File: config.mk
export PLATFORM = sky130hd
export DESIGN_NAME = conv_tile_ctrl
export DESIGN_NICKNAME = d
export VERILOG_FILES = /design/src/rtl/conv_tile_pkg.sv /design/src/rtl/conv_tile_out_reg.sv /design/src/rtl/conv_tile_ctrl.sv
export SDC_FILE = /design/constraint.sdc
export NUM_CORES = 1
export LEC_CHECK = 0
export CORE_ASPECT_RATIO = 0.8
export CORE_MARGIN = 3
export CORE_UTILIZATION = 47
export CTS_BUF_LIST = sky130_fd_sc_hd__clkbuf_8
export CTS_CLUSTER_DIAMETER = 120
export DETAILED_ROUTE_END_ITERATION = 8
export GPL_ROUTABILITY_DRIVEN = 0
export PLACE_DENSITY = 0.79
export SYNTH_ARGS = -nofsm -noshare
export SYNTH_HDL_FRONTEND = slang
export SYNTH_SLANG_ARGS = --single-unit
File: constraint.sdc
create_clock -name clk -period 2.2 [get_ports clk]
set_input_delay 0.55 -clock clk [delete_from_list [all_inputs] [get_ports clk]]
set_output_delay 0.55 -clock clk [all_outputs]
set_load 0.02 [all_outputs]
File: src/rtl/conv_tile_pkg.sv
// Shared types and default geometry for the convolution tile controller.
// Consumers: conv_tile_ctrl (top) and conv_tile_out_reg.
package conv_tile_pkg;

    typedef enum logic [2:0] {
        IDLE,
        FETCH,
        LOAD,
        RUN,
        WAIT_OUT,
        DONE
    } conv_tile_state_t;

    localparam int CONV_RES       = 8;
    localparam int CONV_PIX       = 4;
    localparam int CONV_PIY       = 4;
    localparam int CONV_NIF       = 4;
    localparam int CONV_ADDR_STEP = 4;

    // Counter width for a count of n, never narrower than one bit.
    function automatic int cnt_width(input int n);
        return (n > 1) ? $clog2(n) : 1;
    endfunction

endpackage

File: src/rtl/conv_tile_out_reg.sv
// Output holding register, pending register, optional ReLU and write-address counter.
// Optional feature: define CONV_TILE_RELU_EN to clamp negative lanes to zero at capture.
module conv_tile_out_reg
    import conv_tile_pkg::*;
#(
    parameter int RES       = CONV_RES,
    parameter int PIX       = CONV_PIX,
    parameter int PIY       = CONV_PIY,
    parameter int ADDR_W    = 32,
    parameter int ADDR_STEP = CONV_ADDR_STEP
) (
    input  logic                    clk,
    input  logic                    rst_n,
    input  logic                    cap_acc,
    input  logic                    cap_pend,
    input  logic                    pend_latch,
    input  logic                    wr_addr_clr,
    input  logic [PIY*PIX*RES-1:0]  eng_acc,
    input  logic                    out_ready,
    output logic                    slot_free,
    output logic [PIY*PIX*RES-1:0]  out_pixels,
    output logic                    out_valid,
    output logic                    write_en,
    output logic [ADDR_W-1:0]       bram_wr_addr
);

    localparam int LANES     = PIY * PIX;
    localparam int LANE_BITS = LANES * RES;
    localparam logic [ADDR_W-1:0] STEP = ADDR_W'(ADDR_STEP);

    function automatic logic [LANE_BITS-1:0] relu_block(input logic [LANE_BITS-1:0] blk);
`ifdef CONV_TILE_RELU_EN
        logic [LANE_BITS-1:0] res;
        logic signed [RES-1:0] lane;
        res = blk;
        for (int k = 0; k < LANES; k++) begin
            lane = blk[k*RES +: RES];
            if (lane < 0) res[k*RES +: RES] = '0;
        end
        return res;
`else
        return blk;
`endif
    endfunction

    logic [LANE_BITS-1:0] pend_p0;
    logic [LANE_BITS-1:0] cap_src;
    logic                 load;

    assign write_en  = out_valid & out_ready;
    assign slot_free = !out_valid | out_ready;
    assign load      = cap_acc | cap_pend;
    assign cap_src   = cap_pend ? pend_p0 : eng_acc;

    // A load and an accept in the same cycle keep out_valid high with the new block.
    always_ff @(posedge clk or negedge rst_n) begin
        if (!rst_n) begin
            pend_p0      <= '0;
            out_pixels   <= '0;
            out_valid    <= 1'b0;
            bram_wr_addr <= '0;
        end else begin
            if (pend_latch) pend_p0 <= eng_acc;
            if (load) out_pixels <= relu_block(cap_src);
            if (load)          out_valid <= 1'b1;
            else if (write_en) out_valid <= 1'b0;
            if (wr_addr_clr)   bram_wr_addr <= '0;
            else if (write_en) bram_wr_addr <= bram_wr_addr + STEP;
        end
    end

endmodule

File: src/rtl/conv_tile_ctrl.sv
// Tile sequencer: FSM, map/beat counters and read-address generator for one output tile.
// Optional feature CONV_TILE_RELU_EN is handled inside conv_tile_out_reg.
module conv_tile_ctrl
    import conv_tile_pkg::*;
#(
    parameter int RES        = CONV_RES,
    parameter int PIX        = CONV_PIX,
    parameter int PIY        = CONV_PIY,
    parameter int NIF        = CONV_NIF,
    parameter int TILE_BEATS = 16,
    parameter int ADDR_W     = 32,
    parameter int ADDR_STEP  = CONV_ADDR_STEP
) (
    input  logic                    clk,
    input  logic                    rst_n,
    input  logic                    start,
    output logic                    busy,
    output logic                    tile_done,
    output logic [ADDR_W-1:0]       bram_rd_addr,
    output logic                    read_en,
    output logic                    eng_start,
    output logic                    eng_clear,
    input  logic                    eng_done,
    input  logic [PIY*PIX*RES-1:0]  eng_acc,
    output logic [PIY*PIX*RES-1:0]  out_pixels,
    output logic                    out_valid,
    input  logic                    out_ready,
    output logic                    write_en,
    output logic [ADDR_W-1:0]       bram_wr_addr
);

    localparam int MAP_W  = cnt_width(NIF);
    localparam int BEAT_W = cnt_width(TILE_BEATS);
    localparam logic [MAP_W-1:0]  MAP_LAST  = MAP_W'(NIF - 1);
    localparam logic [BEAT_W-1:0] BEAT_LAST = BEAT_W'(TILE_BEATS - 1);
    localparam logic [ADDR_W-1:0] STEP      = ADDR_W'(ADDR_STEP);

    conv_tile_state_t  state, state_nxt;
    logic [MAP_W-1:0]  map_idx, map_idx_nxt;
    logic [BEAT_W-1:0] beat_cnt, beat_cnt_nxt;
    logic [ADDR_W-1:0] rd_addr_nxt;
    logic              slot_free, cap_acc, cap_pend, pend_latch, wr_addr_clr;
    logic              last_beat;

    assign busy      = (state != IDLE);
    assign last_beat = (beat_cnt == BEAT_LAST);

    always_ff @(posedge clk or negedge rst_n) begin
        if (!rst_n) begin
            state        <= IDLE;
            map_idx      <= '0;
            beat_cnt     <= '0;
            bram_rd_addr <= '0;
        end else begin
            state        <= state_nxt;
            map_idx      <= map_idx_nxt;
            beat_cnt     <= beat_cnt_nxt;
            bram_rd_addr <= rd_addr_nxt;
        end
    end

    always_comb begin
        state_nxt    = state;
        map_idx_nxt  = map_idx;
        beat_cnt_nxt = beat_cnt;
        rd_addr_nxt  = bram_rd_addr;
        read_en      = 1'b0;
        eng_start    = 1'b0;
        eng_clear    = 1'b0;
        tile_done    = 1'b0;
        cap_acc      = 1'b0;
        cap_pend     = 1'b0;
        pend_latch   = 1'b0;
        wr_addr_clr  = 1'b0;
        case (state)
            IDLE: begin
                if (start) begin
                    state_nxt    = FETCH;
                    map_idx_nxt  = '0;
                    beat_cnt_nxt = '0;
                    rd_addr_nxt  = '0;
                    wr_addr_clr  = 1'b1;
                end
            end
            FETCH: begin
                read_en   = 1'b1;
                state_nxt = LOAD;
            end
            LOAD: begin
                eng_start   = 1'b1;
                eng_clear   = (map_idx == '0);
                rd_addr_nxt = bram_rd_addr + STEP;
                state_nxt   = RUN;
            end
            RUN: begin
                if (eng_done) begin
                    if (map_idx != MAP_LAST) begin
                        map_idx_nxt = map_idx + 1'b1;
                        state_nxt   = FETCH;
                    end else begin
                        map_idx_nxt = '0;
                        if (slot_free) begin
                            cap_acc = 1'b1;
                            if (last_beat) state_nxt = DONE;
                            else begin
                                beat_cnt_nxt = beat_cnt + 1'b1;
                                state_nxt    = FETCH;
                            end
                        end else begin
                            // Slot still held by an unaccepted beat: park the result.
                            pend_latch = 1'b1;
                            state_nxt  = WAIT_OUT;
                        end
                    end
                end
            end
            WAIT_OUT: begin
                if (slot_free) begin
                    cap_pend = 1'b1;
                    if (last_beat) state_nxt = DONE;
                    else begin
                        beat_cnt_nxt = beat_cnt + 1'b1;
                        state_nxt    = FETCH;
                    end
                end
            end
            DONE: begin
                if (!out_valid) begin
                    tile_done   = 1'b1;
                    rd_addr_nxt = '0;
                    wr_addr_clr = 1'b1;
                    state_nxt   = IDLE;
                end
            end
            default: state_nxt = IDLE;
        endcase
    end

    conv_tile_out_reg #(
        .RES       (RES),
        .PIX       (PIX),
        .PIY       (PIY),
        .ADDR_W    (ADDR_W),
        .ADDR_STEP (ADDR_STEP)
    ) u_out_reg (
        .clk          (clk),
        .rst_n        (rst_n),
        .cap_acc      (cap_acc),
        .cap_pend     (cap_pend),
        .pend_latch   (pend_latch),
        .wr_addr_clr  (wr_addr_clr),
        .eng_acc      (eng_acc),
        .out_ready    (out_ready),
        .slot_free    (slot_free),
        .out_pixels   (out_pixels),
        .out_valid    (out_valid),
        .write_en     (write_en),
        .bram_wr_addr (bram_wr_addr)
    );

endmodule
---- After elaboration in Yosys (flattened, before gate mapping) ----
Cells that the tools add are included.
operators by class
  mux-type cells .......................... 42
  $mul .................................... 0
  add/subtract/negate cells ............... 4
  reduce and logical (&&, ||, !) cells .... 13
  bitwise gates (word level) .............. 3
  equality and inequality tests ........... 12
  magnitude comparators ................... 0
  shift operators ......................... 0
  div/mod/pow operators ................... 0
operators by type and width
  operator                                                         number
  128-bit 2-to-1 mux                                               1
  32-bit 2-to-1 mux                                                4
  32-bit one-hot mux with 3 select lines                           1
  32-bit by 3-bit adder with 32-bit output, second input constant  2
  3-bit 2-to-1 mux                                                 7
  4-bit 2-to-1 mux                                                 5
  3-bit one-hot mux with 6 select lines                            1
  1-bit 2-to-1 mux                                                 17
  2-bit != test, second input constant                             6
  4-bit one-hot mux with 3 select lines                            1
  3-bit nonzero test                                               3
  4-bit AND reduction                                              2
  3-bit by 2-bit == test with 1-bit output, second input constant  2
  3-bit == test, second input constant                             2
  2-bit 2-to-1 mux                                                 3
  3-bit AND reduction                                              2
  2-bit nonzero test                                               3
  4-bit by 1-bit adder with 4-bit output, second input constant    1
  4-bit == test, second input constant                             1
  2-bit one-hot mux with 2 select lines                            1
  3-bit by 1-bit == test with 1-bit output, second input constant  1
  3-bit zero test                                                  1
  2-bit by 1-bit adder with 2-bit output, second input constant    1
  2-bit zero test                                                  1
  other kinds (4)                                                  5
storage, ports and cells
  word-level logic and storage cells ...... 82
  flip-flop bits (word level) ............. 330
  bits in read-only memories .............. 0
  input bits .............................. 133
  bits in writable memories ............... 0
  output and inout port bits .............. 199
  latch bits .............................. 0
  memories ................................ 0

---- Depth between registers and ports, before layout ----
  depth in word-level cells ............... 8
  gate-level depth with buffers ........... 8
  mapped depth without buffers ............ 6

---- By module ----
Synthesis repeated with hierarchy kept, for this count alone.
unflattened totals
  cell total of the unflattened synthesis .. 1243
  area total of the unflattened synthesis .. 14412.6 um2
by module, submodules not included
  module             instances  cells an instance  sequential area each (um2)  area each (um2)
  conv_tile_out_reg  1          1000               7181.9                      12104.1
  conv_tile_ctrl     1          243                975.9                       2308.5

---- Least setup slack after synthesis ----
OpenSTA, ideal clock, no wires.
  kind .................................... flip-flop to flip-flop
  from .................................... reg bram_rd_addr[9]
  to ...................................... reg bram_rd_addr[31]
  stages on the path, launching flop included .. 6
  clock period less this slack ............ 2.282 ns
  setup time .............................. 0.078 ns
  path slack .............................. -0.082 ns
  buffers on the path ..................... 0
  arrival time ............................ 2.204 ns
  data required time ...................... 2.122 ns
  cells stage by stage .................... dfrtp_1 -> nand3_1 -> or4_4 -> or3_4 -> or4_1 -> a21oi_1
on the way
  word-level cells in the longest chain between the ends .. 2
ends and longest elaborated chain
  item                                      RTL line              text
  start, declared                           conv_tile_ctrl.sv:19  output logic [ADDR_W-1:0] bram_rd_addr,
  start signal, assigned                    conv_tile_ctrl.sv:58  bram_rd_addr <= rd_addr_nxt;
  32-bit by 3-bit adder with 32-bit output  conv_tile_ctrl.sv:92  rd_addr_nxt = bram_rd_addr + STEP;
  32-bit one-hot mux with 3 select lines    conv_tile_ctrl.sv:75  case (state)
Every way passes these cells.
A chain may end at the register's enable or synchronous reset.

---- Worst setup path after layout ----
  from .................................... reg bram_rd_addr[18]
  to ...................................... reg bram_rd_addr[31]
Same word-level chain as after synthesis.

==> metrics.yaml <==
grt:
  antenna_found_initial: 1
  grt_pass1_wl_mm: 63.0
  grt.total_usage_pct: 24.1
  grt_pass1_vias: 12082
  grt_overflow: 0
  grt_max_degree: 99
sta:
  finalHoldViolations: 0
  layout_setup_ws_ns: 0.0345
  fmax_mhz: 462
  finalSetupViolCount: 0
  slew-limit-headroom_pct: 65.3
  clock_skew_ns: 0.0371
  grt_setup_unrepaired: "yes"
  min_period_over_period_pct: 98.4
  slew_violations: 0
  worst_pin_slew_ns: 0.514
  min_period_ns: 2.17
clock_tree:
  clkSlewWorstSetupHoldPaths_ns: 0.07
  cts_tree: "yes"
  cts_buffer_depth: 3
  worstSkewPairLatency_ns: 0.59
  htree_levels: 2
  cts-root-buf: "clkbuf_8"
  cts_made_buffers: 51
  clock_sinks: 326
critical_path:
  start_kind: "flop"
  cp.required_ns: 2.69
  critPathMaxFanout: 3
  critical_path_arrival_ns: 2.65
  critical_path_class: "flop to flop"
  cp-end-kind: "flop"
pwr:
  netSwitchingFraction_pct: 35.2
  power.share.sequential_pct: 41.3
  pwr_density_cell_nw_per_um2: 1090
  vdd_ir_drop_max_uv: 784
  power_frac_comb_pct: 36.8
  internal_power_mw: 13.7
  leakage_nw: 9.31
  p_clk_share_pct: 21.9
  p_switching_mw: 7.46
finish:
  fin_cells: 2165
  drive_above_1_share_pct: 18.3
  nets: 1900
  final_common_cell: "dfrtp_1"
  layout_common_cells: "dfrtp_1, nand2_1, clkdlybuf4s50_1"
  area_growth_pct: 38.0
  design_area_um2: 19400
synth:
  ys_seq_elements: 326
  synth_cells: 1368
  yosys.area_share.simple_pct: 17.7
  synth_top_family_by_area: "simple AND/OR/NAND/NOR gates"
  yosysWarnings: 0
  synth-compound-area-share_pct: 8.12
  synthAdderAreaFrac_pct: 0.444
  yosysSeqAreaShare_pct: 57.9
  synth_area_leaders: "dfrtp_1, mux2_2, nand2_1"
  synthXorXnorAreaFrac_pct: 2.73
  async_flop_share_pct: 100
  yosys.area.top_type: "dfrtp_1"
  synthDominantCellAreaShare_pct: 57.9
  synth_flop_cell: "dfrtp_1"
  muxShareOfSynthArea_pct: 10.5
  synth_edf_count: 0
  synthDistinctLibCells: 53
  syn_area_um2: 14100
  avgSynthCellArea_um2: 10.3
die:
  die_height_um: 161
  die_w_um: 200
  rows: 56
  io_pins: 332
  die_area_um2: 32100
  initial_core_util_pct: 47.9
  coreArea_um2: 29400
placed_design:
  port_buffers: 327
  place_area_um2: 18500
  place_inst: 2076
  dpl_worst_slack_ns: -0.205
  dp_hpwl_mm: 27.2
job:
  drv_cap: 0
routing:
  postRouteAntennaNets: 0
  dr.pass1.iters: 5
  vias: 11875
  viasPerCell: 5.48
  routed_wl_mm: 39.1
  drcViolationCount: 0
  drtIter0Drc: 690
  wire_per_inst_um: 18.1
min_path:
  hold_class: "input pin to async pin"
status:
  status: "completed"
## sequential cells by signal, summed over array words and instances, names as in the netlist
signal	count
u_out_reg.out_pixels	128
state	3
u_out_reg.bram_wr_addr	30
beat_cnt	4
u_out_reg.pend_p0	128
u_out_reg.out_valid	1
map_idx	2
bram_rd_addr	30
## critical path, stage by stage (launching register included)
cell	delay [ns]
dfrtp_2	0.39
nand4_4	0.13
or4_4	0.58
or3_4	0.36
or4_4	0.49
a21oi_2	0.13
## cells in the mapped netlist (all sizes together) (9+ instances only)
cell / number
mux2: 130
o21ai: 16
buf: 9
inv: 9
xnor2: 15
or3: 13
xor2: 29
nand3: 20
nor4: 10
a21oi: 17
clkbuf: 77
nand2: 287
a31oi: 129
nand4: 22
dfrtp: 326
nor2: 188
## routing by layer
layer  share of wire, %  routed length [um]  track usage (%)  vias up
met1                 42               16500             32.7     5897
met5                  0                   0                0        -
met3                6.5                2550             5.29       78
met4                2.9                1150             8.72        0
li1                   -                   -                -     5487
met2                 48               19000             38.4      413
## cells by family after synthesis
family	Yosys count
AND/OR/NAND/NOR	583
flip-flops	326
AO/OA/AOI/OAI	183
multiplexers	131
buffers and inverters	95
XOR/XNOR	44
adder cells (fa/ha/maj)	5
other	1
## timing repair
item | CTS | global route
buffers inserted | 2 | 7
hold endpoints to repair | 39 | 0
endpoints found under the setup margin | 67 | 29
resized for setup | 86 | 33
cloned | 0 | 0
hold buffers | 1 | 0
pin swaps | 1 | 7
## stage by stage
| step | power [mW] | TNS [ns] | hold WS [ns] | utilization [%] |
|---|---|---|---|---|
| final | 21.2 | 0 | 0.472 | 66.1 |
| after global routing | 22.4 | -0.0341 | 0.463 | 66.1 |
| after CTS | 21.3 | -0.0946 | 0.449 | 65.6 |
| after detailed placement | 16.7 | -19.25 | 0.476 | 62.8 |
| after global placement | 16.5 | -15.02 | 0.465 | 62.8 |
| after floorplan | 12.5 | 0 | 0.254 | - |
## cell type report
class | count | area, um^2
Fill cell | 2262 | 9990
Sequential cell | 326 | 8170
Multi-Input combinational cell | 950 | 5640
Timing Repair Buffer | 424 | 4230
Clock buffer | 57 | 785
Tap cell | 377 | 472
Clock inverter | 21 | 101
Inverter | 9 | 33.8
Antenna cell | 1 | 2.50
## path summary, 6_finish.rpt
path | start | to | slack (ns) | cells past startpoint
setup / recovery | bram_rd_addr[18] | bram_rd_addr[31] | 0.03 | 5
hold / removal | rst_n | u_out_reg.out_pixels[69] | 0.47 | 2
setup reg to reg | bram_rd_addr[18] | bram_rd_addr[31] | 0.03 | 5
hold reg to reg | beat_cnt[3] | beat_cnt[3] | 0.47 | 1
max in group asynchronous | rst_n | u_out_reg.out_pixels[21] | 0.96 | 4
min in group clk | beat_cnt[3] | beat_cnt[3] | 0.47 | 1
## power groups by stage
stage	Clock (mW)	Combinational, mW	Sequential [mW]
after floorplan	0	2.26	10.2
after global placement	0	7.74	8.74
after detailed placement	0	7.93	8.82
after CTS	4.79	7.84	8.73
after global routing	5.08	8.36	8.93
final	4.64	7.79	8.73
(Power assumes the default switching activity.)
